### src/rtl/serial_sub_pkg.sv
// Shared types and helpers for the bit-serial subtraction controller.
package serial_sub_pkg;

  typedef enum logic [1:0] {
    IDLE = 2'd0,
    RUN  = 2'd1,
    DONE = 2'd2
  } state_t;

  localparam int WIDTH_MAX = 32;

  // Bit counter width; a 1-bit operand still needs a 1-bit counter.
  function automatic int cnt_w(input int w);
    return (w > 1) ? $clog2(w) : 1;
  endfunction

endpackage

### src/rtl/serial_sub_ctrl_fs_cell.sv
// Combinational 1-bit full subtractor: d = x - y - bi, bo = borrow out.
module fs_cell (
  input  logic x,
  input  logic y,
  input  logic bi,
  output logic d,
  output logic bo
);

  assign d  = x ^ y ^ bi;
  assign bo = (~x & y) | (~(x ^ y) & bi);

endmodule

### src/rtl/serial_sub_ctrl.sv
// Bit-serial WIDTH-bit subtractor controller around a single fs_cell, LSB first.
// Optional zero flag output enabled by defining SERIAL_SUB_FLAGS_EN.
module serial_sub_ctrl
  import serial_sub_pkg::*;
#(
  parameter int WIDTH = 8
) (
  input  logic             clk,
  input  logic             rst_n,
  input  logic             start,
  input  logic [WIDTH-1:0] a,
  input  logic [WIDTH-1:0] b,
  input  logic             bin,
  output logic             busy,
  output logic             done,
  output logic [WIDTH-1:0] diff,
  output logic             bout
`ifdef SERIAL_SUB_FLAGS_EN
  ,
  output logic             zero
`endif
);

  localparam int CW = cnt_w(WIDTH);

  state_t           state, state_nxt;
  logic [WIDTH-1:0] a_sh, b_sh, res_sh, res_nxt;
  logic [CW-1:0]    cnt;
  logic             br, cell_d, cell_bo, last;

  fs_cell u_cell (
    .x (a_sh[0]),
    .y (b_sh[0]),
    .bi(br),
    .d (cell_d),
    .bo(cell_bo)
  );

  assign last = (cnt == CW'(WIDTH - 1));
  assign busy = (state == RUN);
  assign done = (state == DONE);

  // Result bits enter at the MSB so bit 0 lands in res_sh[0] after WIDTH shifts.
  generate
    if (WIDTH == 1) begin : g_res1
      assign res_nxt = cell_d;
    end else begin : g_resn
      assign res_nxt = {cell_d, res_sh[WIDTH-1:1]};
    end
  endgenerate

  always_ff @(posedge clk or negedge rst_n) begin
    if (!rst_n) state <= IDLE;
    else        state <= state_nxt;
  end

  always_comb begin
    state_nxt = state;
    case (state)
      IDLE:    if (start) state_nxt = RUN;
      RUN:     if (last)  state_nxt = DONE;
      DONE:    state_nxt = IDLE;
      default: state_nxt = IDLE;
    endcase
  end

  // Working shift registers are private; outputs only update on RUN->DONE.
  always_ff @(posedge clk or negedge rst_n) begin
    if (!rst_n) begin
      a_sh   <= '0;
      b_sh   <= '0;
      res_sh <= '0;
      br     <= 1'b0;
      cnt    <= '0;
      diff   <= '0;
      bout   <= 1'b0;
`ifdef SERIAL_SUB_FLAGS_EN
      zero   <= 1'b0;
`endif
    end else if (state == IDLE && start) begin
      a_sh <= a;
      b_sh <= b;
      br   <= bin;
      cnt  <= '0;
    end else if (state == RUN) begin
      a_sh   <= a_sh >> 1;
      b_sh   <= b_sh >> 1;
      br     <= cell_bo;
      res_sh <= res_nxt;
      cnt    <= cnt + CW'(1);
      if (last) begin
        diff <= res_nxt;
        bout <= cell_bo;
`ifdef SERIAL_SUB_FLAGS_EN
        zero <= (res_nxt == '0);
`endif
      end
    end
  end

endmodule

### config.mk
export PLATFORM = sky130hd
export DESIGN_NAME = serial_sub_ctrl
export DESIGN_NICKNAME = d
export VERILOG_FILES = /design/src/rtl/serial_sub_pkg.sv /design/src/rtl/serial_sub_ctrl_fs_cell.sv /design/src/rtl/serial_sub_ctrl.sv
export SDC_FILE = /design/constraint.sdc
export NUM_CORES = 1
export LEC_CHECK = 0
export ABC_AREA = 1
export ABC_CLOCK_PERIOD_IN_PS = 1260
export BUFFER_PORTS_ARGS = -buffer_cell sky130_fd_sc_hd__buf_2
export CORE_ASPECT_RATIO = 0.6
export CORE_MARGIN = 1.5
export CORE_UTILIZATION = 54
export CTS_CLUSTER_SIZE = 25
export DETAILED_ROUTE_END_ITERATION = 12
export PLACE_DENSITY = 0.78
export SLEW_MARGIN = 0
export SYNTH_ARGS = -nofsm -noshare
export SYNTH_HDL_FRONTEND = slang
export SYNTH_HIERARCHICAL = 1
export SYNTH_SLANG_ARGS = --single-unit
export TNS_END_PERCENT = 1
### constraint.sdc
create_clock -name clk -period 1.26 [get_ports clk]
set_input_delay 0.126 -clock clk [delete_from_list [all_inputs] [get_ports clk]]
set_output_delay 0.126 -clock clk [all_outputs]
set_load 0.05 [all_outputs]
# Yosys cells after proc, flatten, opt, wreduce, memory -nomap -nowiden
# Cells that the tools add are included.
# totals
reg_bits,39
in_bits,20
# classes
add_sub_neg,1
eq_ne,5
mux,11
bitwise,8
n_reduce_logical,6
# ops
operator,n
2-to-1 mux 8 bit,4
2-to-1 mux 3 bit,2
2-to-1 mux 2 bit,2
one-hot mux 2 bit (2 select lines),1
AND reduction 2 bit,2
adder 3 x 1 -> 3 bit (second input constant),1
== test 3 bit (second input constant),1
inverter 1 bit,3
AND reduction 3 bit,1
AND 1 bit,2
== test 2 x 1 -> 1 bit (second input constant),1
== test 2 bit (second input constant),1
logical NOT 2 bit,1
2-to-1 mux 1 bit,2
inequality test 2 x 1 -> 1 bit (second input constant),1
inequality test 2 bit (second input constant),1
nonzero test 2 bit,1
bitwise XOR 1 bit,2
logical AND 1 bit,1
bitwise OR 1 bit,1

# Longest topological paths before layout
# Gate-level depths: netlist (run 1).
# logic_depth
depth_word,6
depth_mapped,6

# By module
# The synthesis (run 1) kept the hierarchy.
# by_module_without_submodules
module,n_inst,cells_per_inst,area_per_inst_um2
serial_sub_ctrl,1,182,1626.6
fs_cell,1,4,31.3

# Worst setup path after synthesis (run 1)
# Ideal clock, no wire load.
# synth_timing
path_type,reg2out
startpoint,register state[1]
endpoint,output port done
arrival_time_ns,1.108
required_ns,1.134
setup_slack_ns,0.026
stages_incl_launch_ff,3
path_buffers,0
path_cell_list,dfrtp_1 inv_1 nor2_1
# synth_via
elab_chain_len,1
# synth_rtl
item,line,rtl
start: declaration,serial_sub_ctrl.sv:26,"state_t state, state_nxt;"
start signal: assignment,serial_sub_ctrl.sv:54,else state <= state_nxt;
== test 2 bit,serial_sub_ctrl.sv:41,assign done = (state == DONE);
end: declaration,serial_sub_ctrl.sv:15,"output logic done,"
# No other way between the ends.

# Worst setup path in the final report (run 1)
# Same ends and word-level chain as after synthesis.

==> key figures, run 1 <==
Floorplan
  – # IOs: 31
  – Row count: 15
  – Die Area: 3420 um^2
  – Die X: 74.5 um
  – Initial Util: 0.574
  – Die Y: 45.9 um
  – Core area: 2890 um^2

Synthesis
  – Ys async rst share: 1.00
  – Synth top cells by count: nand2_1, nand3_1, dfrtp_1, inv_1, o21ai_0
  – Syn Inst Count: 186
  – Top-count cell post-synth: nand2_1
  – Ys flop type: dfrtp_1
  – Syn_nets: 209
  – Syn Std Cell Area: 1660 um^2
  – Register area share after synthesis: 0.574
  – Post-synth top area share: 0.574
  – Distinct cell type count after synthesis: 15
  – #FFs+latches synth: 38
  – Avg Inst Size Synth: 8.91 um^2
  – Yosys warning total: 6
  – Synth area leaders: dfrtp_1, nand3_1, nand2_1, o21ai_0, inv_1
  – Number of flops mapped to enable cells by yosys: 0
  – Dominant cell type by area after synthesis: dfrtp_1

CTS
  – Worst skew pair latency: 0.29 ns
  – CTS tree: built
  – TritonCTS Sinks: 38
  – H-tree Lvls: 2
  – Clk buf depth: 2
  – Clock slew at reported path FFs: 0.07 ns
  – CTS Buf Count: 5
  – CTS Root Cell: clkbuf_8

Critical path
  – Delay-heaviest family, CP: flip-flops
  – Crit Path Class: reg -> out
  – CP required: 1.13 ns
  – CP startpoint: state[1]$_DFFE_PN0P_
  – Slowest-stage cell, CP: dfrtp_1
  – Worst-path fanout max: 3
  – Reg2reg start: state[0]$_DFFE_PN0P_
  – WP buf/inv: 2
  – Crit end category: primary output
  – Worst path arrival time: 1.13 ns
  – CP startpoint kind: flip-flop
  – Crit-path max cell delay: 0.42 ns
  – CP cell instances: inv_1 > nor2_1 > buf_6

Global routing
  – First-pass GRT wire length: 5290 um
  – Grt ovf: 0
  – Largest net degree at the start of global routing: 24
  – Number of global-route vias before repair: 1,206
  – GRT Util Overall: 0.216
  – Initial antenna violation count: 0

Cells and area
  – Synth-to-layout area growth: 23.1%
  – Ant diodes: 0
  – Final Instance Area: 2040 um^2
  – Layout Nets: 250
  – Fill cells: 213
  – Layout Utilization: 0.706
  – Share of cells above drive strength 1: 0.241

Pwr
  – Power per cell area: 2570 nW/um^2
  – Peak VDD IR: 1.30 mV
  – P_leak: 1.08 nW

Detailed routing
  – Drt first-iter violations: 121
  – Via Count: 1,396
  – DRC viols: 0
  – Routed Antenna Nets: 0
  – Routed wire length: 3310 um
  – Drt first pass iters: 4
  – DR vias/cell: 5.17
  – Avg WL per Cell: 12.3 um

Placed design
  – Placed Area: 1890 um^2
  – GPL Wtd Cong: 0.807
  – HPWL Detailed: 2390 um
  – Port Buffers: 30

Timing
  – Crit share post-route: 0.994
  – Fin. Hold Viols: 0
  – Skew final: 0.00725 ns
  – Max Freq: 799 MHz
  – Hold slack: 0.0439 ns
  – Worst relative slew slack: 0.729
  – Slew Viols, Final: 0
  – Worst Tran Pin Value: 0.407 ns
  – Setup violators final: 0
  – RSZ-0062 raised after global routing: true
  – Final Critical Period: 1.25 ns

Run status
  – Status: complete, no violations

Worst hold path
  – Min-Delay Path Class: in -> reg
  – Hold path startpoint: b[7]

Run
  – # Max-Cap Violations: 0
[final timing paths]
path | cells past startpoint | slack [ns] | end
worst min register to register | 2 | 0.47 | diff[5]$_DFFE_PN0P_
worst max-delay path | 3 | 0.008 | done
worst min-delay path | 3 | 0.04 | b_sh[7]$_DFFE_PN0P_
max in group asynchronous | 3 | 0.51 | state[0]$_DFFE_PN0P_
min in group asynchronous | 2 | 0.30 | b_sh[5]$_DFFE_PN0P_
worst max register to register | 5 | 0.04 | b_sh[0]$_DFFE_PN0P_
[sequential cells by signal (all words and copies together), names as in the netlist]
name    flops
cnt         3
state       2
b_sh        8
br          1
diff        8
a_sh        8
bout        1
res_sh      7
[layer usage]
metal	track usage	share of wire	up-vias
met5	0	0	-
met4	0.0909	0.013	0
met3	0.0597	0.064	8
met2	0.320	0.43	55
met1	0.302	0.49	644
li1	-	-	689
[through the flow]
stage / instances / total power [mW] / setup slack [ns] / setup TNS (ns)
floorplan: 186 / 3.61 / 0.0261 / 0
global placement: 259 / 4.07 / 0.0914 / 0
detailed placement: 259 / 4.18 / 0.0484 / 0
CTS: 270 / 5.23 / 0.00891 / 0
global route: 270 / 5.59 / -0.0264 / -0.0509
finish: 270 / 5.25 / 0.00775 / 0
[layout make-up]
type,count,area (um^2),area share
inverter,9,33.8,0.0166
multi-input combinational,129,611,0.299
timing repair buffer,44,287,0.140
tap,42,52.6,0.0258
sequential,38,951,0.466
clock buffer,7,76.3,0.0374
clock inverter,1,30.0,0.0147
[cells in the final DEF (no fill, tap or decap)]
cell type,synthesis,routed
nor2_4,2,2
dlygate4sd3_1,0,1
clkbuf_8,0,5
buf_4,4,11
nand2_2,1,1
clkbuf_1,1,2
o21ai_0,8,8
buf_2,3,28
inv_2,0,2
dfrtp_1,38,38
buf_12,0,1
buf_6,1,3
nor2_1,3,3
nand3_1,50,50
ha_1,2,1
fa_1,1,1
nand2_1,62,62
inv_1,9,7
bufinv_16,0,1
ha_2,0,1
[power breakdown]
group	leakage, nW	switching [mW]	internal [mW]
clock network	0.0524	0.394	0.592
logic	0.540	1.49	0.764
registers	0.486	0.285	1.72
[tightest hold or removal path: stages]
cell     delay, ns
buf_2         0.08
nand2_1       0.04
nand2_1       0.04
[kinds of logic (layout without fill, tap and decap cells)]
family | after synthesis | in the layout | synth area share
simple gates | 118 | 118 | 0.315
compound gates | 8 | 8 | 0.0242
flops | 38 | 38 | 0.574
buf+inv | 19 | 61 | 0.0596
fa+ha+maj | 3 | 3 | 0.0272
[what timing repair did]
action	in CTS	in global routing
resized for setup	3	5
pin swaps	0	2
gates cloned	0	0
hold buffers	1	0
hold endpoints to repair	15	0
setup buffers	2	0
setup endpoints to repair	2	28
(Power assumes the default switching activity.)
==> run 2: changes to the inputs <==
ABC_CLOCK_PERIOD_IN_PS = 1540   (was 1260)
CORE_UTILIZATION = 58   (was 54)
PLACE_DENSITY = 0.83   (was 0.78)
clock period = 1.54 ns   (was 1.26 ns; I/O delays follow)
==> run 2 against run 1 <==
Against the previous run:
- power shrank 19%
- worst setup slack better by 0.094 ns
- combinational power is 20% lower
- first-iteration DRC count shrank 33%
==> key figures, run 2 (synthesis results as in run 1) <==
Cells and area
  – Most common cell after layout, fill and taps aside: nand2_1
  – Area occupied by multi-input gates: 608 um^2 (-0.41%)
  – Reg area: 951 um^2 (unchanged)
  – Synth-to-layout area growth: 20.5%
  – Share of cells above drive strength 1: 0.221 (-0.0200)
  – Most frequent cells in the layout: nand2_1, nand3_1, dfrtp_1, buf_2, buf_4
  – Fill cells: 167 (-22%)
  – Ant diodes: 0 (unchanged)
  – Top Registers: a_sh (8), b_sh (8), diff (8)
  – Non-filler cells, final: 258 (-4.4%)
  – Layout Nets: 248 (-0.80%)

Timing
  – Max Freq: 695 MHz
  – Hold slack: 0.0740 ns (+0.0300 ns)
  – Fin. Hold Viols: 0 (unchanged)
  – Slew Viols, Final: 0 (unchanged)
  – Skew final: 0.00811 ns (+0.000860 ns)
  – Final Critical Period: 1.44 ns
  – Worst relative slew slack: 0.733 (+0.00445)
  – Setup violators final: 0 (unchanged)
  – Worst Tran Pin Value: 0.400 ns (-0.00668 ns)
  – RSZ-0062 raised after global routing: false
  – Final setup TNS: 0 ns (unchanged)
  – Setup ws final: 0.101 ns (+0.0936 ns)
  – Crit share post-route: 0.934

Run
  – # Max-Cap Violations: 0 (unchanged)

Worst hold path
  – Min-Delay Path Class: in -> reg
  – Hold path cells: 3 (unchanged)
  – Hold Path End: a_sh[7]$_DFFE_PN0P_
  – Hold path startpoint: a[7]

Critical path
  – R2R cell count: 5 (unchanged)
  – Crit Path Class: reg -> out
  – CP cell instances: inv_1 > nor2_4 > buf_4
  – CP startpoint kind: flip-flop
  – Crit-path max cell delay: 0.46 ns (+0.04 ns)
  – Delay-heaviest family, CP: flip-flops
  – Worst path arrival time: 1.28 ns (+0.15 ns)
  – FF-to-FF setup slack: 0.17 ns (+0.13 ns)
  – Slowest-stage cell, CP: dfrtp_1
  – Reg2reg start: state[1]$_DFFE_PN0P_
  – Worst reg2reg endpoint: b_sh[1]$_DFFE_PN0P_
  – CP required: 1.39 ns (+0.26 ns)
  – Worst-path fanout max: 6 (+3)
  – WP buf/inv: 2 (unchanged)
  – Crit end category: primary output

Floorplan
  – Core area: 2610 um^2 (-9.7%)
  – # IOs: 31 (unchanged)
  – Initial Util: 0.635 (+0.0616)
  – Row count: 14 (-1)
  – Die X: 72.0 um (-3.4%)
  – Die Area: 3200 um^2 (-6.5%)
  – Die Y: 44.4 um (-3.3%)

Placed design
  – Port Buffers: 30 (unchanged)
  – HPWL Detailed: 2360 um (-1.1%)
  – Pre-CTS WS: 0.190 ns (+0.141 ns)
  – GPL Wtd Cong: 0.841 (+4.2%)
  – Placed Cells: 244 (-5.8%)

CTS
  – H-tree Lvls: 2 (unchanged)
  – Clock slew at reported path FFs: 0.07 ns (about the same)
  – TritonCTS Sinks: 38 (unchanged)
  – CTS tree: built
  – CTS Root Cell: clkbuf_8
  – Clk buf depth: 2 (unchanged)
  – Worst skew pair latency: 0.28 ns (about the same)
  – CTS Buf Count: 5 (unchanged)

Pwr
  – Peak VDD IR: 1.21 mV (-7.2%)
  – Switching share of power: 0.416 (+0.00205)
  – Seq pwr share: 0.387 (+0.005)
  – Cell Int Power: 2.50 mW (-19%)
  – Power, Total: 4.27 mW (-19%)
  – Psw: 1.78 mW (-18%)
  – Comb pwr share: 0.424 (-0.006)
  – Clock network power share: 0.189 (about the same)
  – P_leak: 1.07 nW (-1.0%)
  – Power per cell area: 2140 nW/um^2 (-17%)

Detailed routing
  – Routed Antenna Nets: 0 (unchanged)
  – Via Count: 1,386 (-0.72%)
  – DR vias/cell: 5.37 (+3.9%)
  – DRC viols: 0 (unchanged)
  – Avg WL per Cell: 13.0 um (+5.9%)
  – Routed wire length: 3350 um (+1.2%)
  – Drt first pass iters: 4 (unchanged)
  – Drt first-iter violations: 81 (-33%)

Global routing
  – GRT Util Overall: 0.231 (+0.0154)
  – Largest net degree at the start of global routing: 23 (-4.2%)
  – Number of global-route vias before repair: 1,315 (+9.0%)
  – First-pass GRT wire length: 5550 um (+5.0%)
  – Grt ovf: 0 (unchanged)
  – Initial antenna violation count: 0 (unchanged)

Run status
  – Status: complete, no violations
==> run 2: metal layers <==
layer,GRT usage,vias up,part of all wire
met5,0,-,0
met4,0.0792,0,0.0083
met3,0.0729,4,0.060
met2,0.391,44,0.48
met1,0.289,655,0.45
li1,-,683,-
==> run 2: area by class of cell <==
class,instances,area share
Sequential cell,38,0.476
Multi-Input combinational cell,129,0.305
Timing Repair Buffer,42,0.129
Clock buffer,7,0.0382
Tap cell,32,0.0201
Inverter,9,0.0169
Clock inverter,1,0.0150
==> run 2: what timing repair did <==
action / CTS / global route
setup endpoints to repair: 1 / 1
gates resized for setup: 1 / 0
buffers inserted: 0 / 5
pin swaps: 0 / 1
hold endpoints to repair: 16 / 0
hold buffers: 1 / 0
==> run 2: worst max-delay path by stage <==
stage                          end  slack, ns                 start  cells past startpoint
2_1_floorplan                 done       0.28  state[1]$_DFFE_PN0P_                      2
6_report                      busy       0.10  state[0]$_DFFE_PN0P_                      3
3_5_place_dp    cnt[0]$_DFFE_PN0P_       0.19  state[1]$_DFFE_PN0P_                      5
3_3_place_gp   a_sh[0]$_DFFE_PN0P_       0.30  state[1]$_DFFE_PN0P_                      5
4_1_cts                       busy       0.03  state[0]$_DFFE_PN0P_                      3
5_1_grt                       busy       0.05  state[0]$_DFFE_PN0P_                      3
==> run 2: stage by stage <==
| step | cell area, um^2 | utilization |
|---|---|---|
| floorplan | 1660 | - |
| global placement | 1840 | 0.705 |
| detailed placement | 1840 | 0.705 |
| CTS | 1960 | 0.751 |
| global route | 2000 | 0.765 |
| finish | 2000 | 0.765 |
==> run 2: worst min-delay path, stage by stage <==
cell and delay (ns):
buf_2 0.08, nand2_1 0.04, nand2_1 0.05
==> run 2: power by group through the flow <==
stage	Clock [mW]	Combinational (mW)	Sequential [mW]
2_1_floorplan	0	0.984	1.97
3_3_place_gp	0	1.62	1.64
3_5_place_dp	0	1.69	1.66
4_1_cts	0.817	1.71	1.65
5_1_grt	0.868	2.01	1.70
6_report	0.808	1.81	1.65
==> run 3: changes to the inputs <==
CORE_UTILIZATION = 60   (was 58)
CTS_BUF_LIST = sky130_fd_sc_hd__clkbuf_8   (was unset)
PLACE_DENSITY = 0.85   (was 0.83)
==> run 3 against run 2 <==
Against the previous run:
- largest power group unchanged
- highest routed layer unchanged
- cell area fell by 1.8%
- combinational power is 3% lower
- routed wire length up 8.1%
==> key figures, run 3 (synthesis results as in run 1) <==
Run
  – # Max-Cap Violations: 0 (unchanged)

Global routing
  – GRT Util Overall: 0.260 (+0.0283)
  – Grt ovf: 0 (unchanged)
  – Largest net degree at the start of global routing: 39 (+70%)
  – Initial antenna violation count: 0 (unchanged)
  – First-pass GRT wire length: 5930 um (+6.8%)
  – Number of global-route vias before repair: 1,309 (-0.46%)

CTS
  – Worst skew pair latency: 0.29 ns (about the same)
  – H-tree Lvls: 2 (unchanged)
  – TritonCTS Sinks: 38 (unchanged)
  – Clk buf depth: 2 (unchanged)
  – CTS Buf Count: 5 (unchanged)
  – CTS Root Cell: clkbuf_8
  – Number of buffers added for setup after CTS: 0 (unchanged)
  – CTS tree: built
  – Clock slew at reported path FFs: 0.07 ns (about the same)

Timing
  – Worst Tran Pin Value: 0.463 ns (+0.0623 ns)
  – Skew final: 0.00539 ns (-0.00272 ns)
  – Fin. Hold Viols: 0 (unchanged)
  – Final Critical Period: 1.47 ns (+0.0265 ns)
  – Final setup TNS: 0 ns (unchanged)
  – Setup violators final: 0 (unchanged)
  – Slew Viols, Final: 0 (unchanged)
  – Worst relative slew slack: 0.692 (-0.0415)
  – RSZ-0062 raised after global routing: false
  – Max Freq: 683 MHz (-1.8%)
  – Crit share post-route: 0.951 (+0.0172)
  – Hold slack: 0.0679 ns (-0.00609 ns)

Cells and area
  – Reg area: 951 um^2 (unchanged)
  – Most frequent cells in the layout: nand2_1, nand3_1, dfrtp_1, buf_2, inv_1
  – Area occupied by multi-input gates: 608 um^2 (unchanged)
  – Synth-to-layout area growth: 18.3%
  – Layout Nets: 245 (-1.2%)
  – Share of cells above drive strength 1: 0.211 (-0.0105)
  – Top Registers: a_sh (8), b_sh (8), diff (8)
  – Ant diodes: 0 (unchanged)
  – Fill cells: 187 (+12%)
  – Most common cell after layout, fill and taps aside: nand2_1

Floorplan
  – Initial Util: 0.648 (+0.0131)
  – Die X: 70.9 um (-1.6%)
  – Die Y: 43.7 um (-1.6%)
  – Die Area: 3100 um^2 (-3.2%)
  – # IOs: 31 (unchanged)
  – Row count: 14 (unchanged)
  – Core area: 2560 um^2 (-2.0%)

Critical path
  – Worst-path fanout max: 10 (+4)
  – CP cell instances: inv_1 > nor2_4 > clkbuf_4
  – CP required: 1.39 ns (about the same)
  – Crit Path Class: reg -> out
  – Slowest-stage cell, CP: dfrtp_1
  – Crit end category: primary output
  – Worst path arrival time: 1.31 ns (+0.03 ns)
  – Crit-path max cell delay: 0.42 ns (-0.04 ns)
  – CP startpoint kind: flip-flop

Detailed routing
  – DR vias/cell: 5.58 (+3.9%)
  – DRC viols: 0 (unchanged)
  – Routed Antenna Nets: 0 (unchanged)
  – Via Count: 1,423 (+2.7%)
  – Drt first-iter violations: 158 (+95%)
  – Drt first pass iters: 4 (unchanged)
  – Avg WL per Cell: 14.2 um (+9.4%)
  – Routed wire length: 3630 um (+8.1%)

Pwr
  – Power per cell area: 2160 nW/um^2 (+0.72%)
  – P_leak: 1.06 nW (-0.84%)
  – Switching share of power: 0.428 (+0.0122)
  – Clock network power share: 0.191 (+0.002)
  – Comb pwr share: 0.417 (-0.007)
  – Seq pwr share: 0.392 (+0.005)
  – Peak VDD IR: 1.41 mV (+17%)
  – Cell Int Power: 2.42 mW (-3.1%)
  – Psw: 1.81 mW (+1.9%)

Worst hold path
  – Min-Delay Path Class: in -> reg

Placed design
  – GPL Wtd Cong: 0.778 (-7.5%)
  – HPWL Detailed: 2430 um (+2.7%)
  – Port Buffers: 30 (unchanged)

Run status
  – Status: complete, no violations
## run 3: cell count changes in the layout (fill, tap and decap cells not counted), sizes merged
cell and change:
clkbuf -1, inv +2, buf -4
## run 3: power by group through the flow
stage | Sequential [mW] | Clock (mW) | Combinational [mW]
floorplan | 1.97 | 0 | 0.984
global placement | 1.64 | 0 | 1.63
detailed placement | 1.67 | 0 | 1.73
CTS | 1.66 | 0.822 | 1.75
global route | 1.70 | 0.858 | 1.92
finish | 1.66 | 0.808 | 1.76
## run 3: area by class of cell
cell class / instances / area share
inverters: 9 / 0.0172
clock inverters: 3 / 0.0191
multi-input cells: 129 / 0.310
repair buffers: 39 / 0.114
clock buffers: 5 / 0.0351
flip-flops and latches: 38 / 0.485
well taps: 32 / 0.0204
## run 3: worst max-delay path: cells and delay by family (launching register included)
family / cells / cell delay, ns
buf+inv: 2 / 0.38
simple gates: 1 / 0.22
flops: 1 / 0.42
## run 3: per-stage QoR
step                      instance area, um^2  setup WS [ns]  total power, mW  std cells   util
after global routing                     1960        0.00554             4.49        255  0.767
after floorplan                          1660          0.278             2.95        186      -
after global placement                   1840          0.347             3.27        246  0.721
after detailed placement                 1840          0.293             3.40        246  0.721
after CTS                                1960         0.0415             4.23        255  0.766
final                                    1960         0.0749             4.23        255  0.767
## run 3: timing repair
item                                    in CTS  in global routing
hold endpoints to repair                    38                  0
hold buffers                                 1                  0
endpoints found under the setup margin       0                  1
gates resized for setup                      0                  1
## run 3: path summary, 6_finish.rpt
path / cells past startpoint / endpoint / start / slack [ns]
worst max register to register: 6 / diff[0]$_DFFE_PN0P_ / cnt[0]$_DFFE_PN0P_ / 0.26
min in group asynchronous: 3 / diff[0]$_DFFE_PN0P_ / rst_n / 0.46
worst min-delay path: 3 / a_sh[7]$_DFFE_PN0P_ / a[7] / 0.07
worst max-delay path: 3 / busy / state[0]$_DFFE_PN0P_ / 0.07
worst min register to register: 2 / diff[4]$_DFFE_PN0P_ / diff[4]$_DFFE_PN0P_ / 0.48
max in group asynchronous: 3 / b_sh[6]$_DFFE_PN0P_ / rst_n / 0.76
## run 3: layer usage
layer / global-route usage / vias to the layer above / wire [um]
met2: 0.393 / 69 / 1690
met4: 0.113 / 0 / 91
met1: 0.345 / 664 / 1530
met5: 0 / - / 0
met3: 0.0953 / 12 / 310
li1: - / 678 / -
